$ cat config.mk
export PLATFORM = sky130hd
export DESIGN_NAME = mmul_seq
export DESIGN_NICKNAME = d
export VERILOG_FILES = /design/src/rtl/mmul_pkg.sv /design/src/rtl/mmul_mac.sv /design/src/rtl/mmul_seq.sv
export SDC_FILE = /design/constraint.sdc
export NUM_CORES = 1
export LEC_CHECK = 0
export CORE_MARGIN = 2
export CORE_UTILIZATION = 60
export CTS_CLUSTER_DIAMETER = 60
export DETAILED_ROUTE_END_ITERATION = 8
export GPL_TIMING_DRIVEN = 0
export PLACE_DENSITY_LB_ADDON = 0.2
export SLEW_MARGIN = 25
export SYNTH_ARGS = -nofsm -noshare
export SYNTH_HDL_FRONTEND = slang
export SYNTH_SLANG_ARGS = --single-unit
$ cat constraint.sdc
create_clock -name clk -period 44 [get_ports clk]
set_input_delay 13.2 -clock clk [delete_from_list [all_inputs] [get_ports clk]]
set_output_delay 13.2 -clock clk [all_outputs]
set_load 0.005 [all_outputs]
$ cat src/rtl/mmul_pkg.sv
// rtl/mmul_pkg.sv - shared state encoding, mode constants and result clamp helper
package mmul_pkg;

    typedef enum logic [1:0] {
        IDLE = 2'd0,
        CALC = 2'd1,
        DONE = 2'd2
    } state_t;

    localparam logic MODE_ADD = 1'b0;
    localparam logic MODE_MUL = 1'b1;

    // Width-generic: callers zero-extend into 64 bits and cast the result back to DW.
    function automatic logic [63:0] sat_trunc(input logic [63:0] val, input int dw, input bit sat);
        logic [63:0] max_v;
        max_v = (64'd1 << dw) - 64'd1;
        if (sat && (val > max_v)) begin
            return max_v;
        end
        return val & max_v;
    endfunction

endpackage

$ cat src/rtl/mmul_mac.sv
// rtl/mmul_mac.sv - single multiply-accumulate stage with registered accumulator
module mmul_mac #(
    parameter int DW    = 8,
    parameter int ACC_W = 2*DW+2
) (
    input  logic             clk,
    input  logic             reset,
    input  logic             clr,
    input  logic             en,
    input  logic             add_only,
    input  logic [DW-1:0]    a,
    input  logic [DW-1:0]    b,
    output logic [ACC_W-1:0] acc_next
);

    logic [ACC_W-1:0] r_acc;
    logic [2*DW-1:0]  w_prod;

    assign w_prod   = a * b;
    assign acc_next = add_only ? (ACC_W'(a) + ACC_W'(b)) : (r_acc + ACC_W'(w_prod));

    // clr wins over en so the final product of a dot product is consumed and dropped in one edge.
    always_ff @(posedge clk) begin
        if (reset || clr) begin
            r_acc <= '0;
        end else if (en) begin
            r_acc <= acc_next;
        end
    end

endmodule

$ cat src/rtl/mmul_seq.sv
// rtl/mmul_seq.sv - sequential NxN matrix multiply / add engine, one MAC per cycle
module mmul_seq
    import mmul_pkg::*;
#(
    parameter int N     = 3,
    parameter int DW    = 8,
    parameter int SAT   = 1,
    parameter int ACC_W = 2*DW+$clog2(N)+1
) (
    input  logic              clk,
    input  logic              reset,
    input  logic              enable,
    input  logic              mode,
    input  logic [N*N*DW-1:0] mat_a,
    input  logic [N*N*DW-1:0] mat_b,
    output logic [N*N*DW-1:0] mat_out,
    output logic              busy,
    output logic              done
);

    localparam int IW = (N > 1) ? $clog2(N) : 1;
    localparam int SW = $clog2(N*N*DW+1);
    localparam logic [IW-1:0] LAST = IW'(N-1);

    state_t            r_state, w_state_next;
    logic [N*N*DW-1:0] r_a, r_b, r_scratch, r_mat_out, w_scratch_next;
    logic              r_mode;
    logic [IW-1:0]     r_i, r_j, r_k;

    logic              w_start, w_calc, w_mul;
    logic              w_last_i, w_last_j, w_last_k;
    logic              w_elem_done, w_last_elem;
    int                w_a_idx, w_b_idx, w_o_idx;
    logic [SW-1:0]     w_a_base, w_b_base, w_o_base;
    logic [DW-1:0]     w_a_elem, w_b_elem, w_res;
    logic [ACC_W-1:0]  w_acc_next;

    assign w_start     = (r_state == IDLE) && enable;
    assign w_calc      = (r_state == CALC);
    assign w_mul       = (r_mode == MODE_MUL);
    assign w_last_i    = (r_i == LAST);
    assign w_last_j    = (r_j == LAST);
    assign w_last_k    = (r_k == LAST);
    assign w_elem_done = !w_mul || w_last_k;
    assign w_last_elem = w_calc && w_elem_done && w_last_i && w_last_j;

    // Multiply walks a[i][k]*b[k][j]; add reads a[i][j]+b[i][j].
    always_comb begin
        w_a_idx  = int'(r_i) * N + (w_mul ? int'(r_k) : int'(r_j));
        w_b_idx  = (w_mul ? int'(r_k) : int'(r_i)) * N + int'(r_j);
        w_o_idx  = int'(r_i) * N + int'(r_j);
        w_a_base = SW'(w_a_idx * DW);
        w_b_base = SW'(w_b_idx * DW);
        w_o_base = SW'(w_o_idx * DW);
    end

    assign w_a_elem = r_a[w_a_base +: DW];
    assign w_b_elem = r_b[w_b_base +: DW];

    mmul_mac #(
        .DW    (DW),
        .ACC_W (ACC_W)
    ) u_mac (
        .clk      (clk),
        .reset    (reset),
        .clr      (w_start || (w_calc && w_mul && w_last_k)),
        .en       (w_calc && w_mul),
        .add_only (!w_mul),
        .a        (w_a_elem),
        .b        (w_b_elem),
        .acc_next (w_acc_next)
    );

    assign w_res = DW'(sat_trunc(64'(w_acc_next), DW, SAT != 0));

    // The final element is merged here so mat_out can take it on the same edge.
    always_comb begin
        w_scratch_next = r_scratch;
        if (w_elem_done) begin
            w_scratch_next[w_o_base +: DW] = w_res;
        end
    end

    always_ff @(posedge clk) begin
        if (reset) begin
            r_state <= IDLE;
        end else begin
            r_state <= w_state_next;
        end
    end

    always_comb begin
        w_state_next = r_state;
        case (r_state)
            IDLE:    if (enable)      w_state_next = CALC;
            CALC:    if (w_last_elem) w_state_next = DONE;
            DONE:    if (!enable)     w_state_next = IDLE;
            default:                  w_state_next = IDLE;
        endcase
    end

    always_ff @(posedge clk) begin
        if (reset) begin
            r_mode    <= MODE_ADD;
            r_i       <= '0;
            r_j       <= '0;
            r_k       <= '0;
            r_scratch <= '0;
            r_mat_out <= '0;
        end else if (w_start) begin
            r_a    <= mat_a;
            r_b    <= mat_b;
            r_mode <= mode;
            r_i    <= '0;
            r_j    <= '0;
            r_k    <= '0;
        end else if (w_calc) begin
            r_scratch <= w_scratch_next;
            if (w_last_elem) begin
                r_mat_out <= w_scratch_next;
            end
            if (!w_elem_done) begin
                r_k <= r_k + 1'b1;
            end else begin
                r_k <= '0;
                if (w_last_j) begin
                    r_j <= '0;
                    r_i <= w_last_i ? '0 : r_i + 1'b1;
                end else begin
                    r_j <= r_j + 1'b1;
                end
            end
        end
    end

    assign mat_out = r_mat_out;
    assign busy    = (r_state == CALC);
    assign done    = (r_state == DONE);

endmodule
# == Yosys cells after proc, flatten, opt, wreduce, memory -nomap -nowiden ==
# Cells that the tools add are included.
# word_totals
register_bits,316
memories,0
word_cells,70
output_inout_bits,74
latch_bits,0
inputBits,148
ramBits,0
romBits,0
# classes
mul,3
eq_ne,8
order_cmp,1
n_reduce_logical,18
n_addsub,9
n_shift,4
mux,15
bitwise,2
div,0
# ops
cell,count
$shiftx 72x8->8,2
$bwmux 72,1
$mux 72,1
$shift 8x9->72 const A,1
$shiftx 8x9->72,1
$add 19x16->19,1
$gt 19x8->1 const B,1
$mux 19,1
$mul 8x8->16,1
$mux 2,8
$mux 8,2
$add 8x8->9,1
$neg 7->9,1
$reduce_and 3->1,3
$add 4x2->4,2
$eq 2x2->1 const B,4
$mul 2x2->4 const B,2
$add 2x1->2 const B,3
$logic_and 1x1->1,6
$pmux 2 s3,1
$reduce_and 2->1,3
$add 4x3->4,1
$ne 2x2->1 const B,2
$logic_or 1x1->1,3
other kinds (7),8

# == Longest topological paths before layout ==
# Gate-level depths: netlist of the first run.
# logic_depth
ltp_word,13
mapped_depth,36
depth_no_buf,30

# == By module ==
# From an unflattened synthesis of the first run, not the netlist that was laid out.
# unflattened
hier_cells,1476
area_unflattened_um2,16230.6
# by_module_without_submodules
module,instances,area_per_inst_um2,seq_area_each_um2,cells_per_inst
mmul_seq,1,12479.5,7387.1,1016
mmul_mac,1,3751.1,380.4,460

# == Least setup slack after synthesis of the first run ==
# No wires, ideal clock.
# synth_timing
path_kind,in2reg
startpoint,input port reset
endpoint,"register r_a[0], enable pin"
n_path_buf,2
setup_ns,0.829
path_slack_ns,19.693
t_required_ns,43.171
stages,3
arrival_ns,23.479
cell_sequence,clkbuf_1 > clkbuf_1 > nor3_1
# synth_between
elab_chain_len,2
# synth_rtl
element,line_no,source
"start, declared",mmul_seq.sv:11,"input logic reset,"
$not 1->1 (no line),-,
$reduce_and 2->1 (no line),-,
"end signal, assigned",mmul_seq.sv:111,r_a <= mat_a;
"end, declared",mmul_seq.sv:26,"logic [N*N*DW-1:0] r_a, r_b, r_scratch, r_mat_out, w_scratch_next;"
# No other way between the ends.
# A chain may end at the register's enable or synchronous reset.

==> impl_metrics.json, run 1 <==
{
  "grt_max_degree": 16,
  "grt_setup_unrepaired": "false",
  "htree_levels": 2,
  "ios": 222,
  "slew_violations": 0,
  "powerDensity_mw_per_mm2": 48.17,
  "grt_use_total_pct": 31.74,
  "cp.required_ns": 44.45,
  "insertion_delay_ns": 0.53,
  "drcViolationCount": 0,
  "postCtsResizedCells": 0,
  "irDropWorstVdd_mv": 0.04132,
  "clk_pin_slew_worst_paths_ns": 0.06,
  "clockBufferDepth": 3,
  "setup_viol": 0,
  "initial_utilization_pct": 60.60,
  "hold_buffers": 0,
  "critPathSlowestCell": "nor3_2",
  "grt_pass1_vias": 13030,
  "arrival_ns": 16.17,
  "cts_tree": "built",
  "cts_buffers": 36,
  "critical_path_buf_inv_count": 10,
  "synthArstFlopShare_pct": 0,
  "syn-cell-area_sq_mm": 0.01620,
  "grt_pass1_wl_um": 70080,
  "layout-drive-gt1-share_pct": 10.71,
  "synth_nets": 1780,
  "antenna_left": 0,
  "cts_sinks": 316,
  "via_per_inst": 6.021,
  "ys_ff_latch": 316,
  "ys_types": 73,
  "skew_ns": 0.03286,
  "min_path_type": "register to register",
  "worstMarginPinSlew_ns": 0.9019,
  "cts-root-buf": "clkbuf_16",
  "maxCapViolCount": 0,
  "crit_type": "primary input to register",
  "power_w": 0.0009700,
  "crit_top_cell": "buf_4",
  "power_leakage_nw": 7.538,
  "critical-path-top-delay-family": "buffers and inverters",
  "overflow": 0,
  "dr.pass1.iters": 5,
  "end_kind": "register",
  "synth_edf_count": 144,
  "worst-path-max-fanout": 11,
  "wire_per_inst_um": 20.78,
  "min_period_over_period_pct": 35.73,
  "route.vias.total": 12960,
  "slowest_delay_ns": 0.57,
  "setup.worst_path.start_class": "primary input",
  "fin_tns_setup_ns": 0,
  "relSlewSlack_pct": 39.47,
  "synthToLayoutAreaGrowth_pct": 24.34,
  "synth.avg_cell_area_sq_um": 10.71,
  "utilization_pct": 75.35,
  "status": "finished clean",
  "yosys-top-cells-area": "edfxtp_1 (27%), dfxtp_1 (21%), fa_1 (6.8%)",
  "initialDrtViolationCount": 1141,
  "post-route-min-period_ns": 15.72,
  "synthCells": 1512,
  "dp_hpwl_um": 31660,
  "hold_viol": 0,
  "design.die.area_sq_mm": 0.02832,
  "antenna_cells": 0,
  "rows": 60,
  "fin_hold_ws_ns": 0.4485,
  "synthesis.yosys.warnings": 0,
  "yosysTopAreaCellShare_pct": 26.70,
  "die_h_um": 168.3,
  "yosys.area.top_type": "edfxtp_1",
  "post_cts.repair.setup_buffers": 0,
  "antenna_found_initial": 0,
  "gp_congestion": 0.9113,
  "portBuffers": 220,
  "max_freq_mhz": 63.61,
  "core-area_sq_mm": 0.02673,
  "final_net_count": 2054,
  "path_cells": "clkbuf_1, clkbuf_1, nor3_2, buf_4, buf_4, buf_4, buf_4, buf_4, buf_4, buf_6, buf_6, nand2_1, o21ai_0",
  "finalWirelength_um": 44750,
  "fp.dieW_um": 168.3,
  "ys.flop_type": "dfxtp_1",
  "synth_seq_area_share_pct": 47.96
}
[layout by cell type (no fill, tap or decap), types with 16 or more instances in the layout]
| cell | netlist | final |
|---|---|---|
| a21oi_1 | 98 | 98 |
| clkbuf_1 | 41 | 43 |
| clkdlybuf4s50_1 | 0 | 220 |
| mux4_2 | 32 | 32 |
| dfxtp_1 | 172 | 172 |
| nor3_1 | 36 | 35 |
| nand3b_1 | 22 | 22 |
| nor2_1 | 158 | 158 |
| o21ai_0 | 97 | 97 |
| mux2i_1 | 21 | 21 |
| buf_4 | 3 | 16 |
| edfxtp_1 | 144 | 144 |
| buf_2 | 17 | 17 |
| a211oi_1 | 78 | 78 |
| nand2_1 | 111 | 111 |
| fa_1 | 55 | 55 |
| ha_1 | 65 | 65 |
| clkbuf_16 | 0 | 36 |
| o21ai_1 | 39 | 39 |
| inv_1 | 127 | 127 |
| o2bb2ai_1 | 24 | 24 |
[stage by stage]
stage	instances	area [sq um]	setup WS [ns]
after global routing	2153	20140	28.12
after floorplan	1512	16200	19.69
after global placement	2073	18820	14.89
final	2153	20140	28.28
after detailed placement	2089	18970	27.86
after CTS	2153	20140	28.34
[routing by layer]
layer / global-route usage [%] / share of wire, % / vias to the layer above
met5: 0 / 0 / -
met4: 12.52 / 3.9 / 0
met3: 6.018 / 7.6 / 131
met2: 53.71 / 48 / 619
met1: 40.62 / 40 / 6252
li1: - / - / 5962
[where the power goes]
part           total [W]  switching, W  internal, W
Sequential      0.000320    0.00000333     0.000316
Clock           0.000293      0.000124     0.000169
Combinational   0.000358      0.000239     0.000119
Total           0.000970      0.000366     0.000604
[final cells by class]
cell class | count | area, sq um
Fill cell | 1780 | 6589
Clock inverter | 20 | 177.7
Timing Repair Buffer | 236 | 2333
Inverter | 130 | 488.0
Sequential cell | 316 | 7767
Clock buffer | 44 | 991.0
Buffer | 73 | 321.6
Multi-Input combinational cell | 993 | 7631
Tap cell | 341 | 426.7
[cells by family after synthesis]
family	Yosys count	synth area share [%]
AND/OR/NAND/NOR	390	11.63
XOR/XNOR	20	1.082
adder cells (fa/ha/maj)	120	11.82
flip-flops	316	47.96
buffers and inverters	203	4.998
AO/OA/AOI/OAI	410	16.76
multiplexers	53	5.748
[worst paths after layout]
| check | from | end | slack [ns] | cells past startpoint |
|---|---|---|---|---|
| hold / removal | r_scratch[55] | r_scratch[55] | 0.45 | 2 |
| setup reg to reg | r_mode | r_scratch[49] | 33.35 | 31 |
| hold reg to reg | r_scratch[55] | r_scratch[55] | 0.45 | 2 |
| setup / recovery | reset | r_mode | 28.28 | 13 |
[synthesized netlist by cell type (all sizes together) (8+ instances only)]
cell     instances
edfxtp         144
nor3            40
dfxtp          172
ha              65
o211ai           9
o21ai          143
xor2            11
nand2          111
clkbuf          41
mux4            32
nor2           174
a21o             8
a21oi          100
a211oi          88
inv            129
mux2i           21
nand3b          25
fa              55
buf             32
o2bb2ai         24
xnor2            9
[worst min-delay path, stage by stage (launching register included)]
cell	delay, ns
dfxtp_1	0.31
nand2_1	0.05
o21ai_1	0.05
[registers in the layout, indices dropped and copies added, names as in the netlist]
name	cells
r_j	2
r_scratch	72
r_k	2
mat_out	72
r_mode	1
r_i	2
r_b	72
r_state	2
u_mac.r_acc	19
r_a	72
Note: power is estimated with default switching activity, not from simulation.
==> run 2, diff against run 1 <==
--- a/config.mk
+++ b/config.mk
@@ -6,7 +6,7 @@
 export NUM_CORES = 1
 export LEC_CHECK = 0
 export CORE_MARGIN = 2
-export CORE_UTILIZATION = 60
+export CORE_UTILIZATION = 50
 export CTS_CLUSTER_DIAMETER = 60
 export DETAILED_ROUTE_END_ITERATION = 8
 export GPL_TIMING_DRIVEN = 0
==> constraint.sdc (replaced) <==
create_clock -name clk -period 13.7 [get_ports clk]
set_input_delay 4.11 -clock clk [delete_from_list [all_inputs] [get_ports clk]]
set_output_delay 4.11 -clock clk [all_outputs]
set_load 0.005 [all_outputs]
==> impl_metrics.json, run 2 (same netlist as run 1, synthesis figures left out) <==
{
  "grt_use_total_pct": 25.03,
  "core-area_sq_mm": 0.03172,
  "mostFrequentLayoutCell": "clkdlybuf4s50_1",
  "min_period_over_period_pct": 75.95,
  "irDropWorstVdd_mv": 0.1106,
  "slew_violations": 0,
  "crit_top_cell": "fa_1",
  "skew_ns": 0.02877,
  "overflow": 0,
  "fp.dieW_um": 184.0,
  "fin_hold_ws_ns": 0.4516,
  "ios": 222,
  "status": "finished clean",
  "critPathSlowestCell": "fa_1",
  "seq_power_share_pct": 33.4,
  "initial_utilization_pct": 51.06,
  "end_kind": "register",
  "postCtsResizedCells": 0,
  "critical-path-top-delay-family": "adder cells",
  "route.vias.total": 12520,
  "dr.pass1.iters": 6,
  "utilization_pct": 63.55,
  "initialDrtViolationCount": 931,
  "antenna_left": 0,
  "final_net_count": 2048,
  "clkPwrFrac_pct": 29.1,
  "final_cell_mix": "clkdlybuf4s50_1 (220), dfxtp_1 (172), nor2_1 (158)",
  "min_path_type": "register to register",
  "cts_tree": "built",
  "post-route-min-period_ns": 10.41,
  "post_cts.repair.setup_buffers": 0,
  "slowest_delay_ns": 0.63,
  "cts_sinks": 316,
  "finalWirelength_um": 42120,
  "worstMarginPinSlew_ns": 0.9123,
  "die_h_um": 184.0,
  "powerDensity_mw_per_mm2": 152.1,
  "setup.worst_path.start_class": "register",
  "htree_levels": 2,
  "arrival_ns": 10.76,
  "swShare_pct": 37.60,
  "p_sw_w": 0.001153,
  "maxCapViolCount": 0,
  "power_leakage_nw": 7.490,
  "dp_hpwl_um": 31250,
  "cts-root-buf": "clkbuf_16",
  "critical_path_buf_inv_count": 9,
  "wire_per_inst_um": 19.10,
  "cp.required_ns": 14.06,
  "setup_viol": 0,
  "grt_pass1_vias": 12590,
  "design.die.area_sq_mm": 0.03385,
  "worst-path-max-fanout": 10,
  "clk_pin_slew_worst_paths_ns": 0.07,
  "grt_max_degree": 18,
  "clockBufferDepth": 3,
  "via_per_inst": 5.675,
  "hold_buffers": 0,
  "antenna_cells": 0,
  "hold_viol": 0,
  "drcViolationCount": 0,
  "grt_setup_unrepaired": "false",
  "layout-drive-gt1-share_pct": 9.645,
  "portBuffers": 220,
  "p_int_w": 0.001913,
  "relSlewSlack_pct": 38.96,
  "synthToLayoutAreaGrowth_pct": 24.45,
  "max_freq_mhz": 96.11,
  "cts_buffers": 35,
  "grt_pass1_wl_um": 66380,
  "combPwrFrac_pct": 37.5,
  "rows": 65,
  "crit_type": "register to register",
  "insertion_delay_ns": 0.52,
  "antenna_found_initial": 0,
  "gp_congestion": 0.8847
}
run 2: changes by cell type in the layout (fill, tap and decap cells not counted), sizes merged:
cell      before  now
clkinv         9    8
clkinvlp       6    0
inv          134  132
clkbuf        85   91
buf           48   43
run 2: worst paths after layout:
kind,start,endpoint,slack [ns],cells past startpoint
setup reg to reg,r_mode,r_scratch[41],3.29,31
setup / recovery,r_mode,r_scratch[41],3.29,31
hold / removal,r_scratch[61],r_scratch[61],0.45,2
hold reg to reg,r_scratch[61],r_scratch[61],0.45,2
run 2: final cells by class:
cell class | instances | area (sq um)
multi-input cells | 993 | 7637
clock buffers | 50 | 962.2
plain buffers | 73 | 321.6
well taps | 402 | 503.0
clock inverters | 11 | 112.6
flip-flops and latches | 316 | 7767
inverters | 130 | 488.0
repair buffers | 231 | 2364
fillers | 2519 | 11560
run 2: through the flow:
stage / power (W) / TNS [ns] / area [sq um] / setup slack [ns] / std cells
finish: 0.003066 / 0 / 20160 / 3.295 / 2206
global route: 0.003213 / 0 / 20160 / 2.648 / 2206
CTS: 0.003061 / 0 / 20160 / 3.385 / 2206
detailed placement: 0.002173 / 0 / 19080 / 3.382 / 2145
global placement: 0.002158 / -0.3136 / 18910 / -0.3136 / 2134
floorplan: 0.001827 / 0 / 16200 / 3.061 / 1512
run 2: worst reg2reg max path, delay by kind of cell, from the launching register on:
kind,cells,cell delay (ns)
muxes,2,0.53
DFF,1,0.30
buffers and inverters,9,2.28
adders and majority gates,8,3.62
and+or+nand+nor,4,1.10
AOI/OAI and AO/OA,8,2.44
run 2: metal layers:
metal,part of all wire [%],track usage [%],vias to the layer above
met5,0,0,-
met4,3.5,9.056,0
met1,42,32.14,6005
li1,-,-,5925
met3,7.4,4.952,96
met2,47,42.16,492
run 2: power by group through the flow:
stage	clock [W]	combinational (W)	sequential [W]
after CTS	0.000901	0.00114	0.00102
final	0.000892	0.00115	0.00102
after detailed placement	0	0.00113	0.00105
after floorplan	0	0.000781	0.00105
after global routing	0.000943	0.00124	0.00103
after global placement	0	0.00111	0.00105
